[src/rtl/patscan_pkg.sv]
//============================================================================
// Module      : patscan_pkg
// Description : Shared FSM state encoding and count-width helper for the
//               pattern scan engine.
// Revision    : 1.0 - initial release
//============================================================================
`default_nettype none

package patscan_pkg;

  typedef enum logic [2:0] {
    ST_IDLE  = 3'd0,
    ST_FETCH = 3'd1,
    ST_SCAN  = 3'd2,
    ST_WRAP  = 3'd3,
    ST_DONE  = 3'd4
  } state_t;

  // Width needed to hold any count up to 8*nbytes (the largest possible value).
  function automatic int cnt_width(input int nbytes);
    return $clog2(8 * nbytes + 1);
  endfunction

endpackage

`default_nettype wire

[src/rtl/pattern_scan_engine_if.sv]
//============================================================================
// Module      : pattern_scan_engine_if
// Description : Start/done handshake, pattern, byte-memory read port and
//               result counts of the pattern scan engine.
// Revision    : 1.0 - initial release
//============================================================================
`default_nettype none

interface pattern_scan_engine_if
  import patscan_pkg::*;
#(
  parameter int PAT_W  = 5,
  parameter int NBYTES = 32,
  parameter int ADDR_W = 8,
  parameter int CNT_W  = cnt_width(NBYTES)
);
  logic              req;
  logic              done;
  logic [PAT_W-1:0]  pat;
  logic [ADDR_W-1:0] rd_addr;
  logic [7:0]        rd_data;
  logic [CNT_W-1:0]  ctb;
  logic [CNT_W-1:0]  cto;
  logic [CNT_W-1:0]  cts;

  // Requester / memory side
  modport master (output req, pat, rd_data, input done, rd_addr, ctb, cto, cts);
  // Engine side
  modport slave  (input req, pat, rd_data, output done, rd_addr, ctb, cto, cts);
endinterface

`default_nettype wire

[src/rtl/patscan_window_match.sv]
//============================================================================
// Module      : patscan_window_match
// Description : Combinational matcher for one byte. The window is the
//               previous PAT_W-1 stream bits followed by the current byte;
//               it reports in-byte matches, an any-in-byte flag, and all
//               matches ending inside the byte (boundary-crossing included).
// Revision    : 1.0 - initial release
//============================================================================
`default_nettype none

module patscan_window_match
  import patscan_pkg::*;
#(
  parameter int PAT_W = 5
) (
  input  logic [PAT_W+6:0] win,
  input  logic [PAT_W-1:0] pat,
  output logic [3:0]       inb_cnt,
  output logic             inb_any,
  output logic [3:0]       crs_cnt
);
  logic [7:0] hit;

  // One comparator per window whose lowest bit lands on byte bit i
  for (genvar i = 0; i < 8; i++) begin : g_cmp
    assign hit[i] = (win[i +: PAT_W] == pat);
  end

  // Windows with i <= 8-PAT_W lie wholly inside the byte; the rest borrow history bits
  always_comb begin
    inb_cnt = 4'd0;
    crs_cnt = 4'd0;
    for (int j = 0; j < 8; j++) begin
      if (hit[j]) begin
        crs_cnt = crs_cnt + 4'd1;
        if (j <= 8 - PAT_W) inb_cnt = inb_cnt + 4'd1;
      end
    end
  end

  assign inb_any = (inb_cnt != 4'd0);

endmodule

`default_nettype wire

[src/rtl/pattern_scan_engine.sv]
//============================================================================
// Module      : pattern_scan_engine
// Description : Scans NBYTES bytes of memory for a PAT_W-bit pattern and
//               reports in-byte (ctb), per-byte (cto) and bit-stream (cts)
//               match counts. Define PATSCAN_WRAP_EN for circular stream
//               mode (extra WRAP state re-using the top bits of byte 0).
// Revision    : 1.0 - initial release
//============================================================================
`default_nettype none

module pattern_scan_engine
  import patscan_pkg::*;
#(
  parameter int PAT_W  = 5,
  parameter int NBYTES = 32,
  parameter int ADDR_W = 8
) (
  input  logic                 clk,
  input  logic                 reset,
  pattern_scan_engine_if.slave bus
);
  localparam int                CNT_W     = cnt_width(NBYTES);
  localparam logic [ADDR_W-1:0] LAST_ADDR = ADDR_W'(NBYTES - 1);

  state_t            state, state_nx;
  logic              accept;
  logic [PAT_W-1:0]  pat_q;
  logic [ADDR_W-1:0] addr_q;
  logic [ADDR_W-1:0] idx_q;
  logic              done_q;
  logic [CNT_W-1:0]  ctb_q, cto_q, cts_q;
  logic [7:0]        byte_in;
  logic [PAT_W+6:0]  win;
  logic [3:0]        inb_cnt, crs_cnt;
  logic              inb_any;

`ifdef PATSCAN_WRAP_EN
  logic [7:0] byte0_q;

  // The whole byte 0 is kept so the matcher sees a real byte in WRAP; only
  // its boundary-crossing windows (top PAT_W-1 bits) are added there.
  always_ff @(posedge clk) begin
    if (reset)                                byte0_q <= 8'd0;
    else if (state == ST_SCAN && idx_q == '0) byte0_q <= bus.rd_data;
  end

  assign byte_in = (state == ST_WRAP) ? byte0_q : bus.rd_data;
`else
  assign byte_in = bus.rd_data;
`endif

  if (PAT_W > 1) begin : g_hist
    logic [PAT_W-2:0] hist_q;

    // Last PAT_W-1 stream bits, cleared on each new scan so the first byte sees no history
    always_ff @(posedge clk) begin
      if (reset || accept)      hist_q <= '0;
      else if (state == ST_SCAN) hist_q <= bus.rd_data[PAT_W-2:0];
    end

    assign win = {hist_q, byte_in};
  end else begin : g_no_hist
    assign win = byte_in;
  end

  patscan_window_match #(.PAT_W(PAT_W)) u_match (
    .win     (win),
    .pat     (pat_q),
    .inb_cnt (inb_cnt),
    .inb_any (inb_any),
    .crs_cnt (crs_cnt)
  );

  // State register
  always_ff @(posedge clk) begin
    if (reset) state <= ST_IDLE;
    else       state <= state_nx;
  end

  // Next-state logic; a request is only taken in IDLE or DONE
  always_comb begin
    state_nx = state;
    accept   = 1'b0;
    case (state)
      ST_IDLE: begin
        if (bus.req) begin
          accept   = 1'b1;
          state_nx = ST_FETCH;
        end
      end
      ST_FETCH: state_nx = ST_SCAN;
      ST_SCAN: begin
        if (idx_q == LAST_ADDR) begin
`ifdef PATSCAN_WRAP_EN
          state_nx = ST_WRAP;
`else
          state_nx = ST_DONE;
`endif
        end
      end
      ST_WRAP: state_nx = ST_DONE;
      ST_DONE: begin
        if (bus.req) begin
          accept   = 1'b1;
          state_nx = ST_FETCH;
        end else begin
          state_nx = ST_IDLE;
        end
      end
      default: state_nx = ST_IDLE;
    endcase
  end

  // Address issue, byte consumption and count accumulation
  always_ff @(posedge clk) begin
    if (reset) begin
      pat_q  <= '0;
      addr_q <= '0;
      idx_q  <= '0;
      done_q <= 1'b0;
      ctb_q  <= '0;
      cto_q  <= '0;
      cts_q  <= '0;
    end else if (accept) begin
      pat_q  <= bus.pat;
      addr_q <= '0;
      idx_q  <= '0;
      done_q <= 1'b0;
      ctb_q  <= '0;
      cto_q  <= '0;
      cts_q  <= '0;
    end else begin
      case (state)
        ST_FETCH: addr_q <= addr_q + ADDR_W'(1);
        ST_SCAN: begin
          if (addr_q != LAST_ADDR) addr_q <= addr_q + ADDR_W'(1);
          idx_q <= idx_q + ADDR_W'(1);
          ctb_q <= ctb_q + CNT_W'(inb_cnt);
          cto_q <= cto_q + CNT_W'(inb_any);
          // Byte 0 has no real history: crossing windows would start before bit 0
          cts_q <= cts_q + ((idx_q == '0) ? CNT_W'(inb_cnt) : CNT_W'(crs_cnt));
        end
`ifdef PATSCAN_WRAP_EN
        ST_WRAP: cts_q <= cts_q + CNT_W'(crs_cnt - inb_cnt);
`endif
        ST_DONE: done_q <= 1'b1;
        default: ;
      endcase
    end
  end

  assign bus.done    = done_q;
  assign bus.rd_addr = addr_q;
  assign bus.ctb     = ctb_q;
  assign bus.cto     = cto_q;
  assign bus.cts     = cts_q;

endmodule

`default_nettype wire

[src/flat_wrapper.sv]
// flat-port wrapper written by rule: the top's interface ports become plain ports
module pattern_scan_engine_flat import patscan_pkg::*;
#(
  parameter int PAT_W  = 5,
  parameter int NBYTES = 32,
  parameter int ADDR_W = 8
)
  (clk, reset, bus_req, bus_pat, bus_rd_data, bus_done, bus_rd_addr, bus_ctb, bus_cto, bus_cts);
  pattern_scan_engine_if #(.PAT_W(PAT_W), .NBYTES(NBYTES), .ADDR_W(ADDR_W)) bus_i ();
  input  logic clk;
  input  logic reset;
  input wire logic [$bits(bus_i.req)-1:0] bus_req;
  input wire logic [$bits(bus_i.pat)-1:0] bus_pat;
  input wire logic [$bits(bus_i.rd_data)-1:0] bus_rd_data;
  output wire logic [$bits(bus_i.done)-1:0] bus_done;
  output wire logic [$bits(bus_i.rd_addr)-1:0] bus_rd_addr;
  output wire logic [$bits(bus_i.ctb)-1:0] bus_ctb;
  output wire logic [$bits(bus_i.cto)-1:0] bus_cto;
  output wire logic [$bits(bus_i.cts)-1:0] bus_cts;
  assign bus_i.req = bus_req;
  assign bus_i.pat = bus_pat;
  assign bus_i.rd_data = bus_rd_data;
  assign bus_done = bus_i.done;
  assign bus_rd_addr = bus_i.rd_addr;
  assign bus_ctb = bus_i.ctb;
  assign bus_cto = bus_i.cto;
  assign bus_cts = bus_i.cts;
  pattern_scan_engine #(.PAT_W(PAT_W), .NBYTES(NBYTES), .ADDR_W(ADDR_W)) u_core (.clk(clk), .reset(reset), .bus(bus_i));
endmodule
[config.mk]
export PLATFORM = sky130hd
export DESIGN_NAME = pattern_scan_engine_flat
export DESIGN_NICKNAME = d
export VERILOG_FILES = /design/src/rtl/patscan_pkg.sv /design/src/rtl/pattern_scan_engine_if.sv /design/src/rtl/patscan_window_match.sv /design/src/rtl/pattern_scan_engine.sv /design/src/flat_wrapper.sv
export SDC_FILE = /design/constraint.sdc
export NUM_CORES = 1
export LEC_CHECK = 0
export ABC_AREA = 1
export BUFFER_PORTS_ARGS = -buffer_cell sky130_fd_sc_hd__buf_2
export CAP_MARGIN = 15
export CORE_AREA = 2 2 97 99
export DETAILED_ROUTE_END_ITERATION = 8
export DIE_AREA = 0 0 99 101
export GPL_TIMING_DRIVEN = 0
export SLEW_MARGIN = 5
export SYNTH_ARGS = -nofsm -noshare
export SYNTH_HDL_FRONTEND = slang
export SYNTH_SLANG_ARGS = --single-unit
[constraint.sdc]
create_clock -name clk -period 14.85 [get_ports clk]
set_clock_uncertainty 0.1 [all_clocks]
set_input_delay 2.97 -clock clk [delete_from_list [all_inputs] [get_ports clk]]
set_output_delay 2.97 -clock clk [all_outputs]
set_load 0.1 [all_outputs]
Word level (Yosys, flattened, before mapping)
Cells that the tools add are included.
Word-level totals
  memories kept: 0
  bits in latches: 0
  input bits: 16
  output and inout bits: 36
  memory bits (writable): 0
  memory bits (read-only): 0
  register bits after elaboration: 56
  logic and storage cells: 64
Operators by class
  magnitude comparators: 0
  multipliers: 0
  bitwise logic cells: 0
  mux-type cells: 17
  shift operators: 0
  reductions and logical operators: 9
  $add $sub $neg: 12
  equal/unequal tests: 17
  divide/modulo/power cells: 0
Operator list (count)
  $eq 5x5->1: 8
  $mux 4: 8
  $add 4x1->4 const B: 7
  $add 8x1->8 const B: 2
  $pmux 8 s2: 1
  $pmux 3 s5: 1
  $add 9x1->9: 1
  $add 9x4->9: 1
  $add 9x9->9: 1
  $eq 8x5->1 const B: 1
  $logic_not 8->1: 1
  $mux 8: 1
  $ne 8x5->1 const B: 1
  $eq 3x2->1 const B: 2
  $mux 3: 2
  $ne 2x2->1 const B: 3
  $mux 1: 4
  $reduce_and 2->1: 2
  $reduce_bool 4->1: 1
  $reduce_or 2->1: 2
  $eq 3x1->1 const B: 1
  $eq 3x3->1 const B: 1
  $logic_not 3->1: 1
  $reduce_bool 2->1: 1
  $logic_or 1x1->1: 1

Logic depth before layout (Yosys ltp)
  depth in word-level cells: 18
  depth in mapped cells: 41
  gate-level depth less buffers: 40

Cells and area by module
A second synthesis with hierarchy kept.
Second synthesis, totals
  cells, all modules: 636
  area, all modules: 4346.7 um2
By module, submodules not included
  pattern_scan_engine: instances 1, area an instance 2969.1 um2, sequential area each 1121.1 um2, cells an instance 414
  patscan_window_match: instances 1, area an instance 1377.6 um2, sequential area each 0.0 um2, cells an instance 222

Worst setup path after synthesis
Ideal clock, no wire load.
  kind: input to register
  start: input bus_rd_data[4]
  end: register u_core.cts_q[8] (netlist: u_core.bus.cts[8])
  setup slack: 7119 ps
  arrival: 7553 ps
  buffers on the path: 1
  data required time: 14671 ps
  cell stages on the path: 33
  path through: buf_2 -> inv_2 -> nand2_1 -> a21oi_1 -> and3_1 -> ha_1 -> nand4_2 -> nand2_2 -> inv_1 -> ha_1 -> nand2_1 -> nand2_1 -> ha_1 -> or2_1 -> nand2_1 -> inv_1 -> xor2_1 -> inv_1 -> ha_1 -> nand2_1 -> nand2_1 -> ha_1 -> a21oi_1 -> a22oi_1 -> inv_1 -> fa_1 -> nor2_1 -> a211oi_1 -> nor2_1 -> inv_1 -> nor3_1 -> a21oi_1 -> nor3_1
On the way
  cells in the longest elaborated chain, start to end: 18
  elaborated cells between the ends (all ways): 22
  classes of those cells: add/sub: 8; eq/ne: 5; mux: 9
RTL lines
  start, declared: line flat_wrapper.sv:14  | input wire logic [$bits(bus_i.rd_data)-1:0] bus_rd_data;
  $eq 5x5->1: line patscan_window_match.sv:26  | assign hit[i] = (win[i +: PAT_W] == pat);
  $mux 1: line patscan_window_match.sv:34  | if (hit[j]) begin
  $add 4x1->4: line patscan_window_match.sv:35, patscan_window_match.sv:36
  $mux 4: line patscan_window_match.sv:34
  $add 4x1->4: line patscan_window_match.sv:35, patscan_window_match.sv:36
  $mux 4: line patscan_window_match.sv:34
  $add 4x1->4: line patscan_window_match.sv:35, patscan_window_match.sv:36
  $mux 4: line patscan_window_match.sv:34
  [... 2 more ...]
  $add 4x1->4: line patscan_window_match.sv:35  | crs_cnt = crs_cnt + 4'd1;
  $mux 4: line patscan_window_match.sv:34
  $add 4x1->4: line patscan_window_match.sv:35
  $mux 4: line patscan_window_match.sv:34
  $add 4x1->4: line patscan_window_match.sv:35
  $mux 4: line patscan_window_match.sv:34
  $mux 4 (*): line pattern_scan_engine.sv:141  | cts_q <= cts_q + ((idx_q == '0) ? CNT_W'(inb_cnt) : CNT_W'(crs_cnt));
  $add 9x9->9 (*): line pattern_scan_engine.sv:141
  end signal, assigned: line pattern_scan_engine.sv:141
  end, declared: line pattern_scan_engine.sv:31  | logic [CNT_W-1:0] ctb_q, cto_q, cts_q;
Every way passes the cells marked *; elsewhere a longest branch is shown, timed or not.
A chain may end at the register's enable or synchronous reset.

Final worst setup path
  start: input bus_rd_data[3]
  end: register u_core.cts_q[8] (netlist: u_core.bus.cts[8])
On the way
  cells in the longest elaborated chain, start to end: 18
  elaborated cells between the ends (all ways): 21
  classes of those cells: add/sub: 8; eq/ne: 4; mux: 9
RTL lines (line)
  $eq 5x5->1: patscan_window_match.sv:26
  $mux 1: patscan_window_match.sv:34
  $add 4x1->4: patscan_window_match.sv:35, patscan_window_match.sv:36
  $mux 4: patscan_window_match.sv:34
  $add 4x1->4: patscan_window_match.sv:35, patscan_window_match.sv:36
  $mux 4: patscan_window_match.sv:34
  $add 4x1->4: patscan_window_match.sv:35, patscan_window_match.sv:36
  $mux 4 (*): patscan_window_match.sv:34
  [... 2 more ...]
  $add 4x1->4: patscan_window_match.sv:35
  $mux 4: patscan_window_match.sv:34
  $add 4x1->4: patscan_window_match.sv:35
  $mux 4: patscan_window_match.sv:34
  $add 4x1->4: patscan_window_match.sv:35
  $mux 4: patscan_window_match.sv:34
  $mux 4 (*): pattern_scan_engine.sv:141
  $add 9x9->9 (*): pattern_scan_engine.sv:141
Marks and branches as above.

==> results.tsv <==
stage	metric	value	unit
critical_path	worstSetupPathType	input pin to register	
clock_tree	clock_path_buffers	2	
clock_tree	clock_sink_count	56	
sta	finalHoldViolCount	0	
finish	drive_gt1_share	20.2	%
yosys	yosys_warnings	0	
critical_path	worst_path_largest_cell_delay	0.44	ns
placement	dp_cells	722	
grt	antenna_found_initial	0	
floorplanning	core_area	8980	sq um
yosys	synth_nets	603	
critical_path	crit_required	14.94	ns
critical_path	cp_slowest_cell	fa_1	
yosys	ys_ff_latch	56	
finish	layout_common_cells	nand2_1, inv_1, nor2_1, dfxtp_1, a21oi_1	
critical_path	startpoint_type	input pin	
worst_hold_path	hold_class	register to register	
sta	finalSetupViolations	0	
drt	drt_iter0_drc	137	
clock_tree	cts_tree	yes	
sta	max_freq	0.121	GHz
sta	min_period	8.23	ns
sta	period_share	55.4	%
sta	max_slew_margin	63.1	%
drt	detail_route.wl_per_cell	12.3	um
grt	grt_max_degree	17	
finish	layout_commonest_cell	nand2_1	
critical_path	cp_top_family	simple AND/OR/NAND/NOR gates	
drt	via_per_inst	4.95	
finish	layout.cells.non_filler	730	
clock_tree	cts_root_buf	clkbuf_8	
yosys	syn-cell-area	3950	sq um
placement	portBuffers	47	
drt	drc_errors	0	
finish	area_growth_syn_to_layout	11.8	%
grt	grt_pass1_vias	3432	
yosys	synth-edff-count	0	
critical_path	critPathArrivalTime	8.32	ns
yosys	avgSynthCellArea	7.00	sq um
drt	ant_nets	0	
finish	antenna_cells	0	
drt	routed_wl	8.97	mm
grt	grt_pass1_wl	15.5	mm
placement	hpwlAfterDp	7.00	mm
sta	worst_slew_pin_slew	0.554	ns
critical_path	cp-end-kind	register	
power_and_ir_drop	power.density_cell_area	74.7	nW/um^2
clock_tree	postCtsResizedCells	0	
yosys	synth-main-ff-cell	dfxtp_1	
grt	grt-ovfl-total	0	
clock_tree	cts_hold_buf	0	
yosys	async_flop_share	0	%
floorplanning	fp.dieH	101	um
clock_tree	clk_latency	0.30	ns
power_and_ir_drop	power	0.000330	W
power_and_ir_drop	vdd_drop_max	0.0000557	V
floorplanning	die_w	99	um
critical_path	cp_common_cell	inv_1	
yosys	yosysSeqAreaShare	28.4	%
clock_tree	cts.htree.levels	2	
run_status	status	complete, no violations	
clock_tree	clk_pin_slew	0.09	ns
clock_tree	cts_setup_buffers	0	
yosys	netlist_instances	564	
floorplanning	dieArea	10000	sq um
drt	first_pass_iters	4	
critical_path	path_buf_inv	9	
sta	finalSetupTns	0	ns
power_and_ir_drop	p_leak	2.12	nW
critical_path	crit_path_max_fanout	5	
grt	grt_usage	18.8	%
floorplanning	start_util	44.0	%
floorplanning	boundaryPins	52	
floorplanning	rows	35	
yosys	yosysUniqueCellTypes	48	
sta	slew_viol_final	0	
clock_tree	cts_made_buffers	5	
finish	nets	657	
sta	rsz0062_at_grt	no	
job	drv_cap	0	
drt	vias	3615	
placement	gp_congestion	0.804	
## layout make-up
type,instances,area (sq um)
clock buffers,6,82.6
multi-input cells,404,2380
fillers,908,4560
well taps,111,139
clock inverters,2,10.0
inverters,85,332
repair buffers,47,235
plain buffers,19,119
flip-flops and latches,56,1120
## cell families (layout without fill, tap and decap cells)
| group | count (synthesis) | after routing | synth area share, % |
|---|---|---|---|
| AO/OA/AOI/OAI | 99 | 99 | 13.6 |
| XOR/XNOR | 23 | 23 | 5.48 |
| adder cells (fa/ha/maj) | 23 | 23 | 7.67 |
| buffers and inverters | 104 | 159 | 11.4 |
| flip-flops | 56 | 56 | 28.4 |
| other | 1 | 1 | 0.0950 |
| AND/OR/NAND/NOR | 258 | 258 | 33.3 |
## synth_stat cells (all sizes together), types with 5 or more instances
cell type	count	area share [%]
inv	84	8.3
o21ai	31	3.9
nand2	125	14
nand3	31	5.6
xor2	14	3.3
ha	21	6.7
dfxtp	56	28
a211oi	5	0.95
and3	5	0.79
nor3	12	1.6
nand4	7	1.3
nor2	68	8.0
xnor2	9	2.2
clkbuf	10	0.95
buf	9	2.1
a21oi	51	6.5
## registers in the layout (all words and copies together) (netlist names)
name / cells
u_core.bus.ctb: 9
u_core.bus.cto: 9
u_core.bus.cts: 9
u_core.bus.done: 1
u_core.bus.rd_addr: 8
u_core.g_hist.hist_q: 4
u_core.idx_q: 8
u_core.pat_q: 5
u_core.state: 3
## worst reg2reg max path, delay by kind of cell (launching register included)
kind | cells | cell delay [ns]
xor+xnor | 1 | 0.16
compound gates | 3 | 0.34
buf+inv | 9 | 0.78
simple gates | 16 | 2.22
flops | 1 | 0.32
fa+ha+maj | 6 | 1.84
## power breakdown
group / leakage [nW] / switching [W] / internal (W)
sequential: 0.453 / 0.00000268 / 0.000154
combinational: 1.61 / 0.0000605 / 0.0000281
clock: 0.0510 / 0.0000473 / 0.0000374
## metal layers
metal / track usage, % / vias up / share of wire (%)
li1: - / 1910 / -
met1: 23.8 / 1650 / 48
met2: 33.4 / 51 / 47
met3: 3.26 / 4 / 4.2
met4: 4.32 / 0 / 0.81
met5: 0 / - / 0
## per-stage QoR
step / area [sq um] / hold WS, ns / setup WS (ns) / utilization [%]
floorplan: 3950 / 0.339 / 7.12 / -
global placement: 4320 / 0.355 / 6.45 / 48.1
detailed placement: 4320 / 0.368 / 6.29 / 48.1
CTS: 4410 / 0.386 / 6.62 / 49.2
global route: 4410 / 0.414 / 6.09 / 49.2
finish: 4410 / 0.387 / 6.62 / 49.2
## final timing paths
kind	startpoint	to	slack, ns	cells past startpoint
worst min-delay path	u_core.idx_q[7]$_SDFFE_PP0N_	u_core.idx_q[7]$_SDFFE_PP0N_	0.39	2
worst min register to register	u_core.idx_q[7]$_SDFFE_PP0N_	u_core.idx_q[7]$_SDFFE_PP0N_	0.39	2
worst max-delay path	bus_rd_data[3]	u_core.bus.cts[8]$_SDFFE_PP0N_	6.62	35
worst max register to register	u_core.pat_q[3]$_SDFFE_PP0P_	u_core.bus.cts[8]$_SDFFE_PP0N_	8.99	35
Power figures use the tool's default switching activity.
